<file path="src/rtl/dds_lut_scheduler.sv">
// dds_lut_scheduler: time-multiplexes one shared quarter-wave sine LUT across N_CH DDS channels.
// Ports: clk/rst (async, active high); sample_tick starts a round over the ch_en snapshot;
// cfg_valid/cfg_ready/cfg_ch/cfg_data write per-channel FTWs (IDLE only); lut_phase/lut_sine
// talk to the LUT; out_valid/out_ch/out_data carry tagged samples; round_done, busy, overrun
// report round status. Optional macro DDS_PHASE_OFS_EN adds cfg_ofs_sel and per-channel
// phase offsets applied to lut_phase only.
module dds_lut_scheduler #(
  parameter int N_CH    = 4,
  parameter int CH_W    = 2,
  parameter int PHASE_W = 14,
  parameter int AMP_W   = 12
) (
  input  logic               clk,
  input  logic               rst,
  input  logic               sample_tick,
  input  logic [N_CH-1:0]    ch_en,
  input  logic               cfg_valid,
  output logic               cfg_ready,
  input  logic [CH_W-1:0]    cfg_ch,
  input  logic [PHASE_W-1:0] cfg_data,
`ifdef DDS_PHASE_OFS_EN
  input  logic               cfg_ofs_sel,
`endif
  output logic [PHASE_W-1:0] lut_phase,
  input  logic [AMP_W-1:0]   lut_sine,
  output logic               out_valid,
  output logic [CH_W-1:0]    out_ch,
  output logic [AMP_W-1:0]   out_data,
  output logic               round_done,
  output logic               busy,
  output logic               overrun
);
  typedef enum logic [1:0] {IDLE, ISSUE, DRAIN} state_t;
  state_t state_q, state_d;
  logic [N_CH-1:0] rem_q, rem_d;
  logic [PHASE_W-1:0] acc_q [N_CH];
  logic [PHASE_W-1:0] acc_d [N_CH];
  logic [PHASE_W-1:0] ftw_q [N_CH];
  logic [PHASE_W-1:0] ftw_d [N_CH];
`ifdef DDS_PHASE_OFS_EN
  logic [PHASE_W-1:0] ofs_q [N_CH];
  logic [PHASE_W-1:0] ofs_d [N_CH];
`endif
  logic [PHASE_W-1:0] lut_phase_q, lut_phase_d;
  logic cap_q, cap_d;
  logic [CH_W-1:0] cap_ch_q, cap_ch_d;
  logic out_valid_q, out_valid_d;
  logic [CH_W-1:0] out_ch_q, out_ch_d;
  logic [AMP_W-1:0] out_data_q, out_data_d;
  logic round_done_q, round_done_d;
  logic busy_q, busy_d;
  logic cfg_ready_q, cfg_ready_d;
  logic overrun_q, overrun_d;
  logic [CH_W-1:0] idx;
  logic cfg_wr;
  always_comb begin
    idx = '0;
    for (int i = N_CH - 1; i >= 0; i--) if (rem_q[i]) idx = CH_W'(i);
  end
  assign cfg_wr = cfg_valid && cfg_ready_q && (32'(cfg_ch) < N_CH);
  always_comb begin
    state_d      = state_q;
    rem_d        = rem_q;
    acc_d        = acc_q;
    ftw_d        = ftw_q;
`ifdef DDS_PHASE_OFS_EN
    ofs_d        = ofs_q;
`endif
    lut_phase_d  = lut_phase_q;
    cap_d        = 1'b0;
    cap_ch_d     = cap_ch_q;
    out_valid_d  = cap_q;
    out_ch_d     = cap_q ? cap_ch_q : out_ch_q;
    out_data_d   = cap_q ? lut_sine : out_data_q;
    round_done_d = 1'b0;
    overrun_d    = overrun_q | (sample_tick & busy_q);
`ifdef DDS_PHASE_OFS_EN
    if (cfg_wr && cfg_ofs_sel) ofs_d[cfg_ch] = cfg_data;
    if (cfg_wr && !cfg_ofs_sel) ftw_d[cfg_ch] = cfg_data;
`else
    if (cfg_wr) ftw_d[cfg_ch] = cfg_data;
`endif
    case (state_q)
      IDLE: if (sample_tick && !busy_q) begin
        rem_d   = ch_en;
        state_d = ISSUE;
      end
      ISSUE: begin
        if (rem_q != '0) begin
`ifdef DDS_PHASE_OFS_EN
          lut_phase_d = acc_q[idx] + ofs_q[idx];
`else
          lut_phase_d = acc_q[idx];
`endif
          acc_d[idx] = acc_q[idx] + ftw_q[idx];
          cap_d      = 1'b1;
          cap_ch_d   = idx;
          rem_d[idx] = 1'b0;
        end
        state_d = (rem_d == '0) ? DRAIN : ISSUE;
      end
      DRAIN: if (!cap_q) begin
        state_d      = IDLE;
        round_done_d = 1'b1;
      end
      default: state_d = IDLE;
    endcase
    busy_d      = (state_d != IDLE) || round_done_d;
    cfg_ready_d = !busy_d;
  end
  always_ff @(posedge clk or posedge rst) begin
    if (rst) begin
      state_q      <= IDLE;
      rem_q        <= '0;
      acc_q        <= '{default: '0};
      ftw_q        <= '{default: '0};
`ifdef DDS_PHASE_OFS_EN
      ofs_q        <= '{default: '0};
`endif
      lut_phase_q  <= '0;
      cap_q        <= 1'b0;
      cap_ch_q     <= '0;
      out_valid_q  <= 1'b0;
      out_ch_q     <= '0;
      out_data_q   <= '0;
      round_done_q <= 1'b0;
      busy_q       <= 1'b0;
      cfg_ready_q  <= 1'b0;
      overrun_q    <= 1'b0;
    end else begin
      state_q      <= state_d;
      rem_q        <= rem_d;
      acc_q        <= acc_d;
      ftw_q        <= ftw_d;
`ifdef DDS_PHASE_OFS_EN
      ofs_q        <= ofs_d;
`endif
      lut_phase_q  <= lut_phase_d;
      cap_q        <= cap_d;
      cap_ch_q     <= cap_ch_d;
      out_valid_q  <= out_valid_d;
      out_ch_q     <= out_ch_d;
      out_data_q   <= out_data_d;
      round_done_q <= round_done_d;
      busy_q       <= busy_d;
      cfg_ready_q  <= cfg_ready_d;
      overrun_q    <= overrun_d;
    end
  end
  assign lut_phase  = lut_phase_q;
  assign out_valid  = out_valid_q;
  assign out_ch     = out_ch_q;
  assign out_data   = out_data_q;
  assign round_done = round_done_q;
  assign busy       = busy_q;
  assign cfg_ready  = cfg_ready_q;
  assign overrun    = overrun_q;
endmodule

</file>
<file path="config.mk">
export PLATFORM = sky130hd
export DESIGN_NAME = dds_lut_scheduler
export DESIGN_NICKNAME = d
export VERILOG_FILES = /design/src/rtl/dds_lut_scheduler.sv
export SDC_FILE = /design/constraint.sdc
export NUM_CORES = 1
export LEC_CHECK = 0
export CORE_UTILIZATION = 30
export CTS_BUF_LIST = sky130_fd_sc_hd__clkbuf_2 sky130_fd_sc_hd__clkbuf_4 sky130_fd_sc_hd__clkbuf_8
export CTS_CLUSTER_DIAMETER = 50
export CTS_CLUSTER_SIZE = 16
export DETAILED_ROUTE_END_ITERATION = 10
export GPL_TIMING_DRIVEN = 0
export MAX_ROUTING_LAYER = met4
export PLACE_DENSITY_LB_ADDON = 0.2
export SLEW_MARGIN = 15
export SYNTH_ARGS = -nofsm -noshare
export SYNTH_HDL_FRONTEND = slang
export SYNTH_SLANG_ARGS = --single-unit
</file>
<file path="constraint.sdc">
create_clock -name clk -period 15 [get_ports clk]
set_clock_uncertainty 0.15 [all_clocks]
set_input_delay 2.25 -clock clk [delete_from_list [all_inputs] [get_ports clk]]
set_output_delay 2.25 -clock clk [all_outputs]
set_load 0.01 [all_outputs]
</file>
==> Yosys cells after proc, flatten, opt, wreduce, memory -nomap -nowiden <==
Cells that the tools add are included.
{ "op_classes": {"addsub": 1, "magnitude_cmp": 6, "eq_ne": 3, "n_mux": 30, "bitwise_logic": 6, "reduce_logical": 15} }
{ "op_table": {"columns": ["op", "n"], "rows": [
  ["56-bit bitwise mux", 2],
  ["14-bit 2-to-1 mux", 6],
  ["14-bit binary-select mux with 2-bit select", 2],
  ["14-bit demux with 2-bit select", 2],
  ["14-bit adder", 1],
  ["2-bit 2-to-1 mux", 7],
  ["4-bit 2-to-1 mux", 3],
  ["4-bit one-hot mux with 2 select lines", 1],
  ["3-bit >= comparator, second input constant", 2],
  ["3-bit by 1-bit < comparator with 1-bit output, second input constant", 2],
  ["2-bit inverter with 3-bit output", 2],
  ["2-bit one-hot mux with 3 select lines", 1],
  ["1-bit logical AND", 5],
  ["1-bit 2-to-1 mux", 5],
  ["4-bit bitwise AND", 1],
  ["4-bit zero test", 1],
  ["4-bit inverter", 1],
  ["2-bit AND reduction", 2],
  ["2-bit nonzero test", 2],
  ["4-bit nonzero test", 1],
  ["2-bit by 3-bit < comparator with 1-bit output, second input constant", 1],
  ["1-bit demux with 2-bit select", 1],
  ["2-bit by 1-bit == test with 1-bit output, second input constant", 1],
  ["2-bit == test, second input constant", 1],
  ["7 further kinds", 8]
]} }
{ "totals": {"register_bits": 154, "input_bits": 36, "elab_cells": 81} }

==> Depth between registers and ports, before layout <==
{ "logic_depth": {"word_depth": 18, "mapped_depth": 16, "depth_no_buf": 13} }

==> Least setup slack after synthesis <==
OpenSTA, ideal clock, no wires.
{ "synth_timing": {"kind": "input to register", "from": "input port cfg_valid", "to": "register ftw_q[42] (netlist bit)", "setup_time_ns": 0.125, "t_arrival_ns": 3.450, "required_time_ns": 14.725, "setup_slack_ns": 11.275, "path_stages": 4, "cell_sequence": "nand2_1 -> nor3_1 -> clkbuf_1 -> mux2_2"} }
{ "synth_via": {"elab_chain_len": 1} }
{ "synth_lines": {"columns": ["item", "line", "source"], "rows": [
  ["start, declared", "17", "input logic cfg_valid,"],
  ["1-bit logical AND", "60", "assign cfg_wr = cfg_valid && cfg_ready_q && (32'(cfg_ch) < N_CH);"],
  ["end signal, assigned", "134", "ftw_q <= ftw_d;"],
  ["end, declared", "38", "logic [PHASE_W-1:0] ftw_q [N_CH];"]
]} }
No other way between the ends.
A chain may end at the register's enable or synchronous reset.

==> Worst setup path in the final report <==
{ "layout_timing": {"from": "register rem_q[2]", "to": "register acc_q[37] (netlist bit)"} }
{ "layout_via": {"elab_chain_len": 9, "elab_cells_between_ends": 19} }
{ "layout_lines": {"columns": ["item", "line", "source"], "rows": [
  ["start, declared", "35", "logic [N_CH-1:0] rem_q, rem_d;"],
  ["start signal, assigned", "132", "rem_q <= rem_d;"],
  ["2-bit 2-to-1 mux (3 in a row)", "58", "for (int i = N_CH - 1; i >= 0; i--) if (rem_q[i]) idx = CH_W'(i);"],
  ["2-bit inverter with 3-bit output (implied by the code)", "95", "acc_d[idx] = acc_q[idx] + ftw_q[idx];"],
  ["14-bit binary-select mux with 2-bit select, or another cell as far along", "95", null],
  ["14-bit 2-to-1 mux (implied by the code) / 1-bit logical AND (equally long branches)", "95", null],
  ["14-bit 2-to-1 mux (implied by the code)", "95", null],
  ["14-bit adder / 14-bit demux with 2-bit select (equally long branches)", "95", null],
  ["56-bit bitwise mux", "95", null],
  ["end signal, assigned", "115", "acc_q <= '{default: '0};"],
  ["end signal, assigned", "133", "acc_q <= acc_d;"],
  ["end, declared", "36", "logic [PHASE_W-1:0] acc_q [N_CH];"]
]} }
Several ways; a longest one is shown, not always the timed one. The select of a mux whose other input is x is not followed.

==> out/metrics.yaml <==
timing:
  relSlewSlack_pct: 28.79
  hold_viol: 0
  rsz0062_at_grt: "false"
  slew_violations: 0
  finalSetupTns_ps: 0
  fmax_ghz: 0.2074
  setup_viol: 0
  tightest_slew_ps: 1055
  period_share_pct: 32.14
  min_period_ps: 4821
hold_path:
  hold_class: "reg -> reg"
yosys:
  synth_most_common_cell: "dfrtp_1"
  yosys.area.top_type: "dfrtp_1"
  ys_warn_count: 0
  synth_top_area_share_pct: 53.33
  async_flop_share_pct: 100.0
  synth_top_family_by_area: "simple AND/OR/NAND/NOR gates"
  synth_cell_types: 57
  ys.flop_type: "dfrtp_1"
  synth_compound_area_share_pct: 13.97
  synth-xor-area-share_pct: 1.576
  synth-seq-cells: 154
  synth.avg_cell_area_um2: 10.55
  synthTopCellsByArea: "dfrtp_1 (53%), mux2_2 (11%), nand2_1 (6.9%)"
  synth_nets: 732
  yosys-top-cells-count: "dfrtp_1 (154), nand2_1 (132), mux2_2 (72)"
  synth-edff-count: 0
  netlist_instances: 685
  synth-adder-area-share_pct: 2.320
  yosys.area_share.simple_pct: 14.94
  muxShareOfSynthArea_pct: 11.36
  seq_area_frac_synth_pct: 53.33
  mappedNetlistArea_mm2: 0.007226
floorplan:
  std_cell_rows: 56
  initial_core_util_pct: 30.69
  die_y_um: 157.2
  die-area_mm2: 0.02471
  ios: 69
  core_mm2: 0.02354
  die_w_um: 157.2
clock_network:
  hold_buffers: 0
  cts_tree: "built"
  post_cts_buffers: 0
  cts_resized: 0
  clock_latency_ps: 470
  cts.sinks: 154
  cts.clk_slew.worst_paths_ps: 100
  htreeDepth: 4
  clockBufferDepth: 2
  cts_root_buf: "clkbuf_8"
  cts_buffers: 17
setup_path:
  start_kind: "flop"
  worstSetupPathType: "reg -> reg"
  cp-end-kind: "flop"
  cp.required_ps: 15230
  path_max_fanout: 10
  crit_arrival_ps: 5050
finish:
  nNetsFinal: 820
  drive_gt1_share_pct: 16.67
  antenna_cells: 0
  fillCellCount: 2476
  syn_to_final_growth_pct: 20.69
detailed_routing:
  vias: 5532
  avgViaCountPerCell: 5.006
  drc: 0
  firstDrtPassIters: 5
  wire_per_inst_um: 17.57
  drt_iter0_drc: 441
  ant_nets: 0
  routed_wl_um: 19420
place:
  dp.final_hpwl_um: 13860
  place_congestion: 0.8653
  portBuffers: 68
global_route:
  grt_use_total_pct: 17.26
  overflow: 0
  antenna_found_initial: 0
  grt_max_degree: 89
  grt_pass1_vias: 5538
  grt_pass1_wl_um: 31230
power_and_ir_drop:
  p_leak_uw: 0.003762
  vdd_drop_max_v: 0.0001248
  p_per_area_mw_per_mm2: 269.3
  power_uw: 2349
outcome:
  status: "finished, final reports clean"
run:
  cap_violations: 0
## kinds of logic after synthesis
family / count (synthesis)
xor+xnor: 13
buf+inv: 43
fa+ha+maj: 13
mux: 73
flops: 154
compound gates: 145
simple gates: 244
## metal layers
metal | share of wire, % | GRT usage (%) | wire [µm]
met4 | 2.2 | 5.918 | 433
met1 | 49 | 23.30 | 9440
met5 | 0 | - | 0
met2 | 44 | 25.64 | 8640
met3 | 4.6 | 3.579 | 902
## critical path, stage by stage (launching register included)
cell and delay, ps:
dfrtp_1 500, buf_6 190, buf_4 170, nor2_1 100, nand3_1 200, clkbuf_1 520
o22ai_1 190, nor3_1 400, ha_1 310, a21o_1 190, a21o_1 220, a32oi_1 190
nor3_1 110, o211ai_1 400, and2_1 240, o311ai_0 360, o21ai_0 290
## final timing paths
path / from / to / slack (ps) / cells after the start
min in group asynchronous: rst / ftw_q[18] / 2060 / 2
worst min register to register: cap_q / out_valid / 240 / 0
worst min-delay path: cap_q / out_valid / 240 / 0
worst max register to register: rem_q[2] / acc_q[37] / 10180 / 16
max in group asynchronous: rst / cap_ch_q[0] / 11810 / 3
worst max-delay path: rem_q[2] / acc_q[37] / 10180 / 16
## cell type report
type	instances	area, µm²	area share, %
timing repair buffer	69	708.2	8.121
tap	319	399.1	4.577
clock inverter	15	146.4	1.679
sequential	154	3854	44.19
inverter	9	41.29	0.4735
buffer	34	146.4	1.679
multi-input combinational	488	3192	36.60
clock buffer	17	234.0	2.683
## per-stage QoR
stage / util (%) / hold slack (ps) / std cells / instance area [µm²] / setup slack, ps
2_1_floorplan: - / 201.9 / 685 / 7226 / 8450
3_3_place_gp: 35.28 / 218.0 / 1072 / 8305 / 5905
3_5_place_dp: 35.43 / 222.2 / 1073 / 8341 / 10210
4_1_cts: 37.04 / 244.1 / 1105 / 8721 / 10160
5_1_grt: 37.04 / 255.3 / 1105 / 8721 / 9819
6_report: 37.04 / 241.2 / 1105 / 8721 / 10180
## flip-flops by register name, indices dropped and copies added (netlist names), named ones only
register,count
acc_q,56
ftw_q,56
lut_phase,14
out_data,12
rem_q,3
cap_ch_q,2
out_ch,2
state_q,2
busy,1
cap_q,1
cfg_ready,1
out_valid,1
overrun,1
round_done,1
## cell usage in the layout (no fill, tap or decap), drive strengths merged, types with 3 or more instances in the layout
| cell type | count |
|---|---|
| clkdlybuf4s50 | 68 |
| or4 | 4 |
| and2 | 3 |
| nor3b | 7 |
| o22a | 6 |
| buf | 14 |
| o22ai | 12 |
| a22o | 3 |
| o31ai | 13 |
| a211oi | 4 |
| inv | 19 |
| nand2 | 132 |
| clkbuf | 38 |
| mux2 | 72 |
| xnor2 | 11 |
| nor2 | 43 |
| o21bai | 6 |
| nor3 | 17 |
| a21oi | 19 |
| a222oi | 8 |
| or2 | 4 |
| dfrtp | 154 |
| o211ai | 5 |
| nand2b | 4 |
| ha | 10 |
| o21ai | 51 |
| nor2b | 10 |
| nand3 | 12 |
| clkinv | 5 |
| a21o | 5 |
## report_power, final
group / internal (µW) / switching (µW) / total [µW]
clock network: 124 / 188 / 312
registers: 605 / 102 / 707
logic: 527 / 803 / 1330
(Power assumes the default switching activity.)
